**config.mk**
```make
export PLATFORM = sky130hd
export DESIGN_NAME = pc_sequencer
export DESIGN_NICKNAME = d
export VERILOG_FILES = /design/src/rtl/pc_sequencer.sv
export SDC_FILE = /design/constraint.sdc
export NUM_CORES = 1
export LEC_CHECK = 0
export BUFFER_PORTS_ARGS = -buffer_cell sky130_fd_sc_hd__clkbuf_2
export CORE_MARGIN = 2
export CORE_UTILIZATION = 28
export CTS_CLUSTER_DIAMETER = 30
export DETAILED_ROUTE_END_ITERATION = 16
export PLACE_DENSITY = 0.42
export SLEW_MARGIN = 10
export SYNTH_ARGS = -nofsm -noshare
export SYNTH_HDL_FRONTEND = slang
export SYNTH_SLANG_ARGS = --single-unit
```
**constraint.sdc**
```tcl
create_clock -name clk_i -period 5.2 [get_ports clk_i]
set_input_delay 0.26 -clock clk_i [delete_from_list [all_inputs] [get_ports clk_i]]
set_output_delay 0.26 -clock clk_i [all_outputs]
set_load 0.02 [all_outputs]
```
**src/rtl/pc_sequencer.sv**
```systemverilog
// rtl/pc_sequencer.sv - next-PC sequencer between issue, branch comparator and fetch
// One request in flight at a time; outputs decode from state and registered PC only.
module pc_sequencer #(
   parameter logic [31:0] BOOT_ADDR = 32'h0000_0080,
   parameter int          CNT_W     = 16
) (
   input  logic             clk_i,
   input  logic             rst_ni,
   input  logic             boot_i,
   input  logic             req_valid_i,
   output logic             req_ready_o,
   input  logic [1:0]       req_kind_i,
   input  logic [31:0]      req_pc_i,
   input  logic [31:0]      req_off_i,
   input  logic             cmp_valid_i,
   output logic             cmp_ready_o,
   input  logic             cmp_result_i,
   output logic             pc_valid_o,
   input  logic             pc_ready_i,
   output logic [31:0]      pc_o,
   output logic             misalign_o,
   output logic             busy_o,
   output logic [CNT_W-1:0] taken_cnt_o
);

   typedef enum logic [1:0] {
      BOOT     = 2'd0,
      IDLE     = 2'd1,
      WAIT_CMP = 2'd2,
      EMIT     = 2'd3
   } state_t;

   localparam logic [1:0]       KIND_JUMP   = 2'b01;
   localparam logic [1:0]       KIND_BRANCH = 2'b10;
   localparam logic [31:0]      SEQ_STEP    = 32'd4;
   localparam logic [CNT_W-1:0] CNT_ONE     = {{(CNT_W-1){1'b0}}, 1'b1};
   localparam logic [CNT_W-1:0] CNT_MAX     = {CNT_W{1'b1}};

   state_t           state_q, state_d;
   logic [31:0]      pc_q, pc_d;
   logic [31:0]      a_q, a_d;
   logic [31:0]      b_q, b_d;
   logic [CNT_W-1:0] cnt_q, cnt_d;

   always_ff @(posedge clk_i or negedge rst_ni) begin
      if (!rst_ni) begin
         state_q <= BOOT;
         pc_q    <= BOOT_ADDR;
         a_q     <= '0;
         b_q     <= '0;
         cnt_q   <= '0;
      end else begin
         state_q <= state_d;
         pc_q    <= pc_d;
         a_q     <= a_d;
         b_q     <= b_d;
         cnt_q   <= cnt_d;
      end
   end

   // boot_i overrides any handshake completing in the same cycle
   always_comb begin
      state_d = state_q;
      pc_d    = pc_q;
      a_d     = a_q;
      b_d     = b_q;
      cnt_d   = cnt_q;
      if (boot_i) begin
         state_d = BOOT;
         pc_d    = BOOT_ADDR;
         cnt_d   = '0;
      end else begin
         case (state_q)
            BOOT: begin
               pc_d    = BOOT_ADDR;
               state_d = EMIT;
            end
            IDLE: begin
               if (req_valid_i) begin
                  if (req_kind_i == KIND_JUMP) begin
                     pc_d    = req_pc_i + req_off_i;
                     state_d = EMIT;
                  end else if (req_kind_i == KIND_BRANCH) begin
                     a_d     = req_pc_i;
                     b_d     = req_off_i;
                     state_d = WAIT_CMP;
                  end else begin
                     pc_d    = req_pc_i + SEQ_STEP;
                     state_d = EMIT;
                  end
               end
            end
            WAIT_CMP: begin
               if (cmp_valid_i) begin
                  if (cmp_result_i) begin
                     pc_d = a_q + b_q;
                     if (cnt_q != CNT_MAX) begin
                        cnt_d = cnt_q + CNT_ONE;
                     end
                  end else begin
                     pc_d = a_q + SEQ_STEP;
                  end
                  state_d = EMIT;
               end
            end
            EMIT: begin
               if (pc_ready_i) begin
                  state_d = IDLE;
               end
            end
            default: state_d = BOOT;
         endcase
      end
   end

   assign req_ready_o = (state_q == IDLE);
   assign cmp_ready_o = (state_q == WAIT_CMP);
   assign pc_valid_o  = (state_q == EMIT);
   assign busy_o      = (state_q != IDLE);
   assign pc_o        = pc_q;
   assign misalign_o  = (state_q == EMIT) && (pc_q[1:0] != 2'b00);
   assign taken_cnt_o = cnt_q;

endmodule

```
# Word-level counts from Yosys, hierarchy flattened
# Cells that the tools add are included.
[totals]
output_inout_bits = 53
register_bits = 114
in_bits = 73
elab_cells = 54
[classes]
bitwise_logic = 2
n_reduce_logical = 12
n_eq_ne = 11
add_sub_neg = 5
mux = 19
[ops]
columns = ["op", "n"]
rows = [
  ["2-to-1 mux 32 bit", 6],
  ["one-hot mux 32 bit (3 select lines)", 1],
  ["2-to-1 mux 16 bit", 5],
  ["adder 32 x 3 -> 32 bit, second input constant", 2],
  ["adder 32 bit", 2],
  ["adder 16 x 1 -> 16 bit, second input constant", 1],
  ["!= test 16 bit, second input constant", 1],
  ["nonzero test 2 bit", 5],
  ["2-to-1 mux 2 bit", 4],
  ["one-hot mux 2 bit (4 select lines)", 1],
  ["AND reduction 4 bit", 2],
  ["== test 2 bit, second input constant", 3],
  ["!= test 3 bit, second input constant", 2],
  ["AND reduction 5 bit", 1],
  ["== test 2 x 1 -> 1 bit, second input constant", 2],
  ["!= test 4 bit, second input constant", 1],
  ["nonzero test 4 bit", 1],
  ["!= test 3 x 2 -> 1 bit, second input constant", 1],
  ["AND reduction 3 bit", 1],
  ["zero test 2 bit", 1],
  ["2-to-1 mux 1 bit", 2],
  ["!= test 2 x 1 -> 1 bit, second input constant", 1],
  ["NOT 1 bit", 2],
  ["logical AND 1 bit", 1],
]

# Logic depth before layout (Yosys ltp)
# Gate-level depths: netlist of the first run.
[logic_depth]
word_depth = 6
ltp_mapped = 11
ltp_nobuf = 11

# Least setup slack after synthesis of the first run
# Ideal clock, no wire load.
[synth_path]
kind = "register to register"
from = "register a_q[0]"
to = "register pc_q[20], in the netlist pc_o[20]"
path_stages_with_launch = 12
setup_slack_ns = 2.389
synth_period_minus_slack_ns = 2.811
required_time_ns = 5.113
arrival_time_ns = 2.724
path_buffers = 0
setup_ns = 0.087
path_cell_list = "dfrtp_1 > ha_1 > fa_1 > a211oi_1 > o21bai_1 > a31oi_1 > a21o_1 > o21ai_1 > a221oi_1 > xor2_1 > mux2_2 > o211ai_1"
[synth_between]
elab_chain_cells = 5
word_cells_on_any_way = 6
classes_between = "add/sub (2); mux (4)"
[synth_rtl]
columns = ["element", "line", "text"]
rows = [
  ["from (decl)", "41", "logic [31:0] a_q, a_d;"],
  ["from (signal assigned)", "49", "a_q <= '0;"],
  ["from (signal assigned)", "55", "a_q <= a_d;"],
  ["adder 32 x 3 -> 32 bit or adder 32 bit (tied branches)", "101, 96", ""],
  ["2-to-1 mux 32 bit *", "95", "if (cmp_result_i) begin"],
  ["2-to-1 mux 32 bit *", "94", "if (cmp_valid_i) begin"],
  ["one-hot mux 32 bit (3 select lines) *", "73", "case (state_q)"],
  ["2-to-1 mux 32 bit *", "68", "if (boot_i) begin"],
  ["to (signal assigned)", "54", "pc_q <= pc_d;"],
  ["to (decl)", "40", "logic [31:0] pc_q, pc_d;"],
]
# Every way passes the cells marked *; elsewhere a longest branch is shown, timed or not. The select of a mux whose other input is x is not followed.
# A chain may end at the register's enable or synchronous reset.

# Worst setup path in the final report of the first run
[layout_path]
from = "register state_q[1]"
to = "register pc_q[27], in the netlist pc_o[27]"
[layout_between]
elab_chain_cells = 3
word_cells_on_any_way = 10
classes_between = "eq/ne (5); mux (2); reduce/logical (3)"
[layout_rtl]
columns = ["element", "line", "text"]
rows = [
  ["from (decl)", "39", "state_t state_q, state_d;"],
  ["from (signal assigned)", "53", "state_q <= state_d;"],
  ["== test 2 x 1 -> 1 bit (tied with other cells)", "73", ""],
  ["!= test 4 bit (no source line) (tied with other cells)", "--", ""],
  ["AND reduction 4 bit (no source line) or 2-to-1 mux 32 bit (tied branches)", "--", ""],
]
# Several ways; a longest one is shown, not always the timed one.

==> run metrics, run 1 <==
status=complete, no violations; TritonCTS clock tree=done; share of synthesized flip-flops with an asynchronous set or reset=100%; Layout Skew=between 0.01 and 0.015 ns; vias per inst=around 5.3; DP HPWL=26.3 mm; Post-Route WL=34.3 mm; Worst-Skew Late Latency=roughly 0.45 ns; CTS Root Cell=clkbuf_16; Area after DPL=around 11,000 µm²; register area share after synthesis=29.9%; Power Dens Cells=between 300 and 400 nW/µm²; Max Freq=between 0.2 and 0.3 GHz; die area=approximately 36,000 µm²; row count=67; Worst Max-Slew Pin Slew=approximately 1.0 ns; CTS Sinks=between 100 and 150; Final Cell Area=11,300 µm²; Setup TNS=0 ns; drt drc=0; VDD IR max=approximately 250 µV; post-synthesis instance area=approximately 9500 µm²; # nets final=approximately 1,300; die height=189 µm; Initial Util=about 28%; Die Wd=between 150 and 200 µm; largest net degree at the start of global routing=47; Final Cycle Share=66.1%; Avg WL per Cell=between 20 and 25 µm; Crit-path slowest cell=nor2_1; RePlAce Congestion=~0.82; Min-Delay Path Class=in2reg; total gr overflow=0; H-tree levels=4; area growth from synthesis to layout=18.4%; vias in the first global route=between 8,000 and 9,000; Distinct cells, synth=78; Leakage Power=approximately 0.0050 µW; total CTS buffers=17; CP max FO=16; hold slack=0.0629 ns; DRT Pass-1 Iters=5; post_cts resized=0; vias=about 8,700; relative slew slack=32.8%; RSZ-0062 raised after global routing=false; crit-path max cell delay=a little under 0.9 ns; share of layout cells above drive strength 1=between 20% and 30%; Hold Fails Final Rpt=0; GRT Util Overall=19.7%; Post-synth EDFFs=0; Clock Path Buffers=2; cell count after synthesis=1,076; floorplan core area=about 34,000 µm²; WP data required=approximately 5.6 ns; syn_nets=1,220; I/O pin cnt=126; # port buffers=between 100 and 150; ant diodes=0; Final Power=4250 µW; initial antenna violation count=0; syn_area_per_cell=8.87 µm²; setup violators final=0; Final Util=roughly a third; max cap viols=0; critical path class=reg2reg; FF+latch count, synth=between 100 and 150; Top FF cell, synth=dfrtp_1; ordered list of cells on the worst path=inv_1, ha_1, a2111oi_4, nand2_1, nor2_1, a22o_1, a211oi_1, o21ai_1; Post-DRT Antenna Nets=0; Worst-path clk slew=0.07 ns; 1st-iter DRT viols=around 550; Syn. warnings=0; first-pass GRT wire length=roughly 53 mm; type of origin of the critical path=register; crit path capture type=register; crit path DAT=approximately 3.8 ns; count of pins over their slew limit=0; fin crit period=3.44 ns
metal layers:
metal / up-vias / part of all wire, % / routed length (µm) / track usage, %
met5: - / 0 / 0 / 0
met4: 0 / 2.1 / 706 / 6.16
met3: 37 / 5.5 / 1900 / 4.56
met2: 266 / 46 / 15600 / 31.4
met1: 4182 / 47 / 16100 / 26.3
li1: 4234 / - / - / -
timing repair:
item / in CTS / in global routing
endpoints found under the hold margin: 22 / 0
hold buffers: 1 / 0
buffers inserted: 0 / 0
area by class of cell:
cell class                      instances  area (µm²)
Clock buffer                           19         453
Clock inverter                         13         208
Fill cell                            3576       22200
Inverter                               30         113
Multi-Input combinational cell        887        6410
Sequential cell                       114        2850
Tap cell                              448         561
Timing Repair Buffer                  135         706
metrics by stage:
stage / worst slack (ns) / instances
after CTS: 1.76 / 1646
after global placement: 1.77 / 1613
final: 1.76 / 1646
after floorplan: 2.39 / 1076
after detailed placement: 1.78 / 1613
after global routing: 1.58 / 1646
worst max-delay path: cells and delay by family (launching register included):
kind | cells | cell delay [ns]
adder cells (fa/ha/maj) | 1 | 0.45
buffers and inverters | 1 | 0.08
flip-flops | 1 | 0.40
AO/OA/AOI/OAI | 4 | 1.06
AND/OR/NAND/NOR | 2 | 1.39
flip-flops by register name, summed over array words and instances (netlist names):
name,flops
a_q,32
b_q,32
pc_o,32
taken_cnt_o,16
state_q,2
kinds of logic (layout without fill, tap and decap cells):
family | after synthesis | after routing | share of synthesized area, %
simple gates | 321 | 321 | 16.7
compound gates | 311 | 311 | 22.0
flops | 114 | 114 | 29.9
xor+xnor | 107 | 107 | 9.82
mux | 77 | 77 | 8.98
buf+inv | 75 | 197 | 3.15
fa+ha+maj | 71 | 71 | 9.47
cells in the mapped netlist, types with 3 or more instances:
cell	n	area, µm²
a21o_1	28	210
a22oi_1	4	30.0
ha_1	69	863
o211ai_1	9	67.6
a221oi_1	8	70.1
dfrtp_1	113	2830
nor3_1	16	80.1
buf_1	4	15.0
xor2_1	51	447
o31ai_1	6	45.0
inv_1	29	109
nor2b_1	8	50.1
and4_1	8	70.1
xnor2_1	56	490
and3_1	18	113
nand2b_1	5	31.3
a211oi_1	16	120
a32oi_1	3	26.3
o22ai_1	6	37.5
a31oi_1	7	43.8
nand2_1	86	323
a211o_1	8	70.1
o221ai_1	9	78.8
a2111oi_2	3	45.0
and2_1	6	37.5
o21bai_1	10	75.1
nor3_2	3	30.0
nand4_1	28	175
o21ai_1	17	85.1
a222oi_1	4	40.0
mux2_1	4	45.0
a21oi_1	91	455
mux2i_1	8	80.1
buf_2	9	45.0
nor4_1	6	37.5
mux2_2	65	732
o21ai_0	47	235
o21a_1	7	52.6
nor2_1	72	270
or3_1	12	75.1
clkbuf_1	30	113
nand3_1	41	205
report_power, final:
| part | switching [µW] | total, µW | internal, µW |
|---|---|---|---|
| clock network | 492 | 1370 | 874 |
| logic | 935 | 1620 | 689 |
| registers | 209 | 1260 | 1050 |
| total | 1640 | 4250 | 2610 |
placed cells by master, fill, tap and decap left out, drive strengths merged, types with 41 or more instances in the layout:
cell	n
clkbuf	143
xor2	51
nand2	87
o21ai	64
nand3	41
xnor2	56
a21oi	92
nor2	74
ha	69
dfrtp	113
mux2	69
final timing paths:
path                                   startpoint                   end  slack, ns  cells past startpoint
setup / recovery           state_q[1]$_DFFE_PN0P_  pc_o[27]$_DFFE_PN0P_       1.76                      8
hold reg to reg               pc_o[7]$_DFFE_PN1P_   pc_o[7]$_DFFE_PN1P_       0.47                      2
hold / removal                      req_off_i[15]   b_q[15]$_DFFE_PN0P_       0.06                      2
setup reg to reg           state_q[1]$_DFFE_PN0P_  pc_o[27]$_DFFE_PN0P_       1.76                      8
max in group asynchronous                  rst_ni    b_q[4]$_DFFE_PN0P_       3.95                      3
min in group asynchronous                  rst_ni  pc_o[28]$_DFFE_PN0P_       0.27                      2
(Power assumes the default switching activity.)
==> inputs of run 2 (changes only) <==
--- a/config.mk
+++ b/config.mk
@@ -10,7 +10,7 @@
 export CORE_UTILIZATION = 28
 export CTS_CLUSTER_DIAMETER = 30
 export DETAILED_ROUTE_END_ITERATION = 16
-export PLACE_DENSITY = 0.42
+export PLACE_DENSITY = 0.43
 export SLEW_MARGIN = 10
 export SYNTH_ARGS = -nofsm -noshare
 export SYNTH_HDL_FRONTEND = slang
==> constraint.sdc (replaced) <==
create_clock -name clk_i -period 2.95 [get_ports clk_i]
set_input_delay 0.1475 -clock clk_i [delete_from_list [all_inputs] [get_ports clk_i]]
set_output_delay 0.1475 -clock clk_i [all_outputs]
set_load 0.02 [all_outputs]
==> run metrics, run 2 (same netlist as run 1, synthesis figures left out) <==
Hold Fails Final Rpt=0 (unchanged); H-tree levels=4 (unchanged); Worst-Skew Late Latency=0.45 ns (about the same); initial antenna violation count=0 (unchanged); combinational power share=42.7% (was 38.2%); Clock Path Buffers=2 (unchanged); die height=189 µm (unchanged); share of layout cells above drive strength 1=27.6% (was 21.6%); Post-Route WL=35.1 mm (was 34.3 mm); Die Wd=189 µm (unchanged); total CTS buffers=17 (unchanged); multi-input gate area in the final layout=6480 µm² (was 6410 µm²); I/O pin cnt=126 (unchanged); ant diodes=0 (unchanged); Leakage Power=0.00566 µW (was 0.00502 µW); 1st-iter DRT viols=600 (was 545); DRT Pass-1 Iters=6 (was 5); Min-Delay Path Class=in2reg (unchanged); relative slew slack=56.2% (was 32.8%); CTS Root Cell=clkbuf_16 (unchanged); Initial Util=28.5% (unchanged); # port buffers=125 (unchanged); Avg WL per Cell=19.8 µm (was 20.8 µm); Net Sw Frac=39.1% (was 38.5%); GRT Util Overall=19.9% (was 19.7%); WP data required=3.25 ns (was 5.57 ns); filler instances=3,505 (was 3,576); vias in the first global route=9,191 (was 8,666); VDD IR max=435 µV (was 252 µV); Flop pwr share=28.0% (was 29.6%); largest net degree at the start of global routing=52 (was 47); count of pins over their slew limit=0 (unchanged); DP HPWL=27.0 mm (was 26.3 mm); Worst-path clk slew=0.06 ns (was 0.07 ns); TritonCTS clock tree=done (unchanged); worst setup margin=0.105 ns (was 1.76 ns); status=complete, no violations (unchanged); FF+latch area=2850 µm² (unchanged); vias per inst=5.18 (was 5.30); Post-DRT Antenna Nets=0 (unchanged); Area after DPL=11,400 µm² (was 10,600 µm²); max cap viols=0 (unchanged); die area=35,600 µm² (unchanged); CP max FO=5 (was 16); Layout Skew=0.0115 ns (was 0.0123 ns); crit path capture type=register (unchanged); commonest non-fill, non-tap cell in the layout=clkbuf_2 (unchanged); setup violators final=0 (unchanged); critical path class=in2reg (was reg2reg); Setup TNS=0 ns (unchanged); Power Dens Cells=616 nW/µm² (was 376 nW/µm²); # nets final=1,459 (was 1,329); drt drc=0 (unchanged); row count=67 (unchanged); fin crit period=2.85 ns; total gr overflow=0 (unchanged); RePlAce Congestion=0.848 (was 0.820); most frequent cells in the layout=clkbuf_2 (124), dfrtp_1 (113), buf_4 (100), a21oi_1 (88), nand2_1 (86) (was clkbuf_2 (124), dfrtp_1 (113), a21oi_1 (90), nand2_1 (86), nor2_1 (72)); floorplan core area=33,500 µm² (unchanged); vias=9,205 (was 8,719); Max Freq=about 0.35 GHz; Psw=3000 µW (was 1640 µW); first-pass GRT wire length=54.1 mm (was 53.0 mm); CTS Sinks=114 (unchanged); Worst Max-Slew Pin Slew=0.649 ns (was 1.01 ns); area growth from synthesis to layout=30.7% (was 18.4%); Final Cycle Share=between 90 and 100%; clock share of power=29.3% (was 32.2%); Final Cell Area=12,500 µm² (was 11,300 µm²); type of origin of the critical path=input port (was register); Post-Place Setup Slack=-0.0563 ns (was 1.78 ns); crit path DAT=3.15 ns (was 3.80 ns); P_int=4690 µW (was 2610 µW)
run 2: per-stage QoR:
step                util, %  power (µW)  hold slack (ns)  std cells
floorplan                 -        4200           -0.148       1076
global placement       34.0        5350            0.132       1704
detailed placement     34.0        5340            0.130       1704
CTS                    36.9        7690         0.000252       1772
global route           37.2        8180           0.0170       1776
finish                 37.2        7690           0.0183       1776
run 2: area by class of cell:
class,count,share of cell area (%)
Clock inverter,14,1.45
Clock buffer,18,3.52
Tap cell,448,4.49
Inverter,30,0.903
Timing Repair Buffer,265,14.8
Sequential cell,114,22.9
Multi-Input combinational cell,887,52.0
run 2: worst paths after layout:
check	start	endpoint	slack, ns	cells after the start
max in group asynchronous	rst_ni	b_q[12]$_DFFE_PN0P_	1.87	3
worst min-delay path	pc_ready_i	state_q[1]$_DFFE_PN0P_	0.02	4
worst max-delay path	req_off_i[17]	pc_o[31]$_DFFE_PN0P_	0.10	13
worst max register to register	a_q[0]$_DFFE_PN0P_	pc_o[30]$_DFFE_PN0P_	0.15	12
worst min register to register	pc_o[7]$_DFFE_PN1P_	pc_o[7]$_DFFE_PN1P_	0.46	2
min in group asynchronous	rst_ni	pc_o[21]$_DFFE_PN0P_	0.20	2
run 2: routing by layer:
metal,GRT usage (%),wire length [µm]
met1,27.5,16900
met2,31.8,16100
met3,3.78,1740
met4,4.96,385
met5,0,0
run 2: what timing repair did:
action                     CTS  global route
setup endpoints to repair    4            16
hold endpoints to repair    60             0
setup buffers                1             5
pin swaps                    2             9
resized for setup            1            17
hold buffers                35             0
run 2: worst max-delay path: stages:
cell,delay (ns)
dlygate4sd3_1,0.53
clkbuf_2,0.11
ha_1,0.34
and3_1,0.22
nand2_1,0.09
nor3_1,0.28
nor3b_4,0.30
o21ai_1,0.17
a2111oi_2,0.39
buf_4,0.19
mux2i_1,0.07
o211ai_1,0.18
nand4_1,0.11
run 2: power groups by stage:
stage,Clock (µW),Combinational (µW),Sequential [µW]
floorplan,0,2080,2120
global route,2360,3620,2190
CTS,2310,3220,2160
finish,2250,3280,2150
detailed placement,0,3150,2180
global placement,0,3160,2190
==> inputs of run 3 (changes only) <==
--- a/config.mk
+++ b/config.mk
@@ -11,6 +11,7 @@
 export CTS_CLUSTER_DIAMETER = 30
 export DETAILED_ROUTE_END_ITERATION = 16
 export PLACE_DENSITY = 0.43
+export REMOVE_ABC_BUFFERS = 1
 export SLEW_MARGIN = 10
 export SYNTH_ARGS = -nofsm -noshare
 export SYNTH_HDL_FRONTEND = slang
==> run metrics, run 3 (same netlist as run 1, synthesis figures left out) <==
Min-Delay Path Class=in2reg (unchanged); setup violators final=0 (unchanged); type of origin of the critical path=register (was input port); Most Crowded Layer GR=met2 (unchanged); Die Wd=189 µm (unchanged); die area=35,600 µm² (unchanged); Worst-path clk slew=0.07 ns (was 0.06 ns); initial antenna violation count=0 (unchanged); Leakage Power=0.00557 µW (was 0.00566 µW); fin crit period=2.82 ns (was 2.85 ns); DP HPWL=27.2 mm (was 27.0 mm); CTS Root Cell=clkbuf_16 (unchanged); WP data required=3.28 ns (was 3.25 ns); row count=67 (unchanged); commonest non-fill, non-tap cell in the layout=clkbuf_2 (unchanged); vias=9,259 (was 9,205); clock share of power=28.1% (was 29.3%); most frequent cells in the layout=clkbuf_2 (124), dfrtp_1 (113), buf_4 (95), a21oi_1 (89), nand2_1 (86) (was clkbuf_2 (124), dfrtp_1 (113), buf_4 (100), a21oi_1 (88), nand2_1 (86)); Final Power=7580 µW (was 7690 µW); # port buffers=125 (unchanged); status=complete, no violations (unchanged); combinational power share=43.5% (was 42.7%); floorplan core area=33,500 µm² (unchanged); relative slew slack=48.7% (was 56.2%); max cap viols=0 (unchanged); Post-Route WL=35.0 mm (was 35.1 mm); critical path class=reg2reg (was in2reg); Worst Max-Slew Pin Slew=0.769 ns (was 0.649 ns); crit path capture type=register (unchanged); total CTS buffers=17 (unchanged); M2 GR Usage=31.0% (was 31.8%); largest net degree at the start of global routing=65 (was 52); share of layout cells above drive strength 1=27.1% (was 27.6%); die height=189 µm (unchanged); Power Dens Cells=615 nW/µm² (was 616 nW/µm²); Layout Skew=0.0166 ns (was 0.0115 ns); Worst-Skew Late Latency=0.45 ns (about the same); GR met1 Demand/Resource=27.8% (was 27.5%); vias per inst=5.24 (was 5.18); I/O pin cnt=126 (unchanged); DRT Pass-1 Iters=5 (was 6); Net Sw Frac=39.6% (was 39.1%); hold slack=0.0107 ns (was 0.0183 ns); Hold Fails Final Rpt=0 (unchanged); area growth from synthesis to layout=29.0% (was 30.7%); Post-DRT Antenna Nets=0 (unchanged); Final Cycle Share=95.5% (was 96.5%); GRT Util Overall=19.9% (about the same); first-pass GRT wire length=54.5 mm (was 54.1 mm); crit path DAT=3.15 ns (about the same); RePlAce Congestion=0.817 (was 0.848); CTS Sinks=114 (unchanged); 1st-iter DRT viols=587 (was 600); CP max FO=4 (was 5); Max Freq=0.355 GHz (was 0.351 GHz); Initial Util=28.5% (unchanged); Clock Path Buffers=2 (unchanged); total gr overflow=0 (unchanged); Post-Place Cells=1,699 (was 1,704); vias in the first global route=9,101 (was 9,191); Avg WL per Cell=19.8 µm (about the same); ant diodes=0 (unchanged); filler instances=3,535 (was 3,505); TritonCTS clock tree=done (unchanged); VDD IR max=478 µV (was 435 µV); Flop pwr share=28.4% (was 28.0%); Psw=3000 µW (about the same); count of pins over their slew limit=0 (unchanged); P_int=4580 µW (was 4690 µW); Finished Layout Cells=1,766 (was 1,776); drt drc=0 (unchanged); met3 usage=4.08% (was 3.78%); # nets final=1,449 (was 1,459); H-tree levels=4 (unchanged)
## run 3: changes by cell type in the layout (fill, tap and decap cells not counted), sizes merged
cell and change:
dlygate4sd3 -1, clkinvlp -1, inv +1, buf -9, clkinv +2, clkbuf -1
bufinv -1
## run 3: power by group through the flow
| stage | Combinational [µW] | Sequential, µW | Clock (µW) |
|---|---|---|---|
| global route | 3640 | 2190 | 2240 |
| floorplan | 2060 | 2120 | 0 |
| finish | 3300 | 2160 | 2130 |
| CTS | 3240 | 2160 | 2170 |
| global placement | 3180 | 2190 | 0 |
| detailed placement | 3180 | 2180 | 0 |
## run 3: routing by layer
layer  vias up  part of all wire (%)
li1       4463                     -
met5         -                     0
met2       281                    45
met4         0                   1.8
met1      4484                    49
met3        31                   4.9
## run 3: layout make-up
cell class	instances	area, µm²	share of cell area, %
Multi-Input combinational cell	887	6490	52.7
Sequential cell	114	2850	23.2
Timing Repair Buffer	255	1710	13.9
Tap cell	448	561	4.55
Clock buffer	17	425	3.45
Clock inverter	15	159	1.29
Inverter	30	113	0.915
## run 3: path summary, 6_finish.rpt
check | startpoint | to | slack, ns | cells after the start
worst min-delay path | req_pc_i[31] | a_q[31]$_DFFE_PN0P_ | 0.01 | 2
worst min register to register | pc_o[7]$_DFFE_PN1P_ | pc_o[7]$_DFFE_PN1P_ | 0.47 | 2
worst max-delay path | a_q[0]$_DFFE_PN0P_ | pc_o[28]$_DFFE_PN0P_ | 0.13 | 12
worst max register to register | a_q[0]$_DFFE_PN0P_ | pc_o[28]$_DFFE_PN0P_ | 0.13 | 12
min in group asynchronous | rst_ni | taken_cnt_o[15]$_DFFE_PN0P_ | 0.29 | 2
max in group asynchronous | rst_ni | b_q[18]$_DFFE_PN0P_ | 1.80 | 3
## run 3: worst max-delay path: stages, from the launching register on
cell and delay, ns:
dfrtp_1 0.39, ha_1 0.23, fa_2 0.38, a211oi_2 0.26
o21bai_1 0.13, a31oi_2 0.21, o21bai_1 0.13, a2bb2oi_2 0.15
buf_4 0.16, o31a_1 0.15, o21bai_1 0.08, xnor2_1 0.14
a211o_1 0.29
## run 3: stage by stage
step / utilization [%] / setup slack [ns] / TNS (ns) / cell area, µm²
finish: 36.7 / 0.132 / 0 / 12300
global route: 36.7 / -0.0288 / -0.0288 / 12300
CTS: 36.5 / 0.0240 / 0 / 12200
detailed placement: 33.7 / -0.0738 / -0.242 / 11300
global placement: 33.7 / -0.0496 / -0.135 / 11300
floorplan: - / -1.73 / -113.23 / 9350
## run 3: repair_timing
action	CTS	global route
hold buffers	34	0
gates resized for setup	2	11
gates cloned	0	0
endpoints found under the setup margin	4	12
pin swaps	1	4
buffers inserted	0	1
hold endpoints to repair	82	0
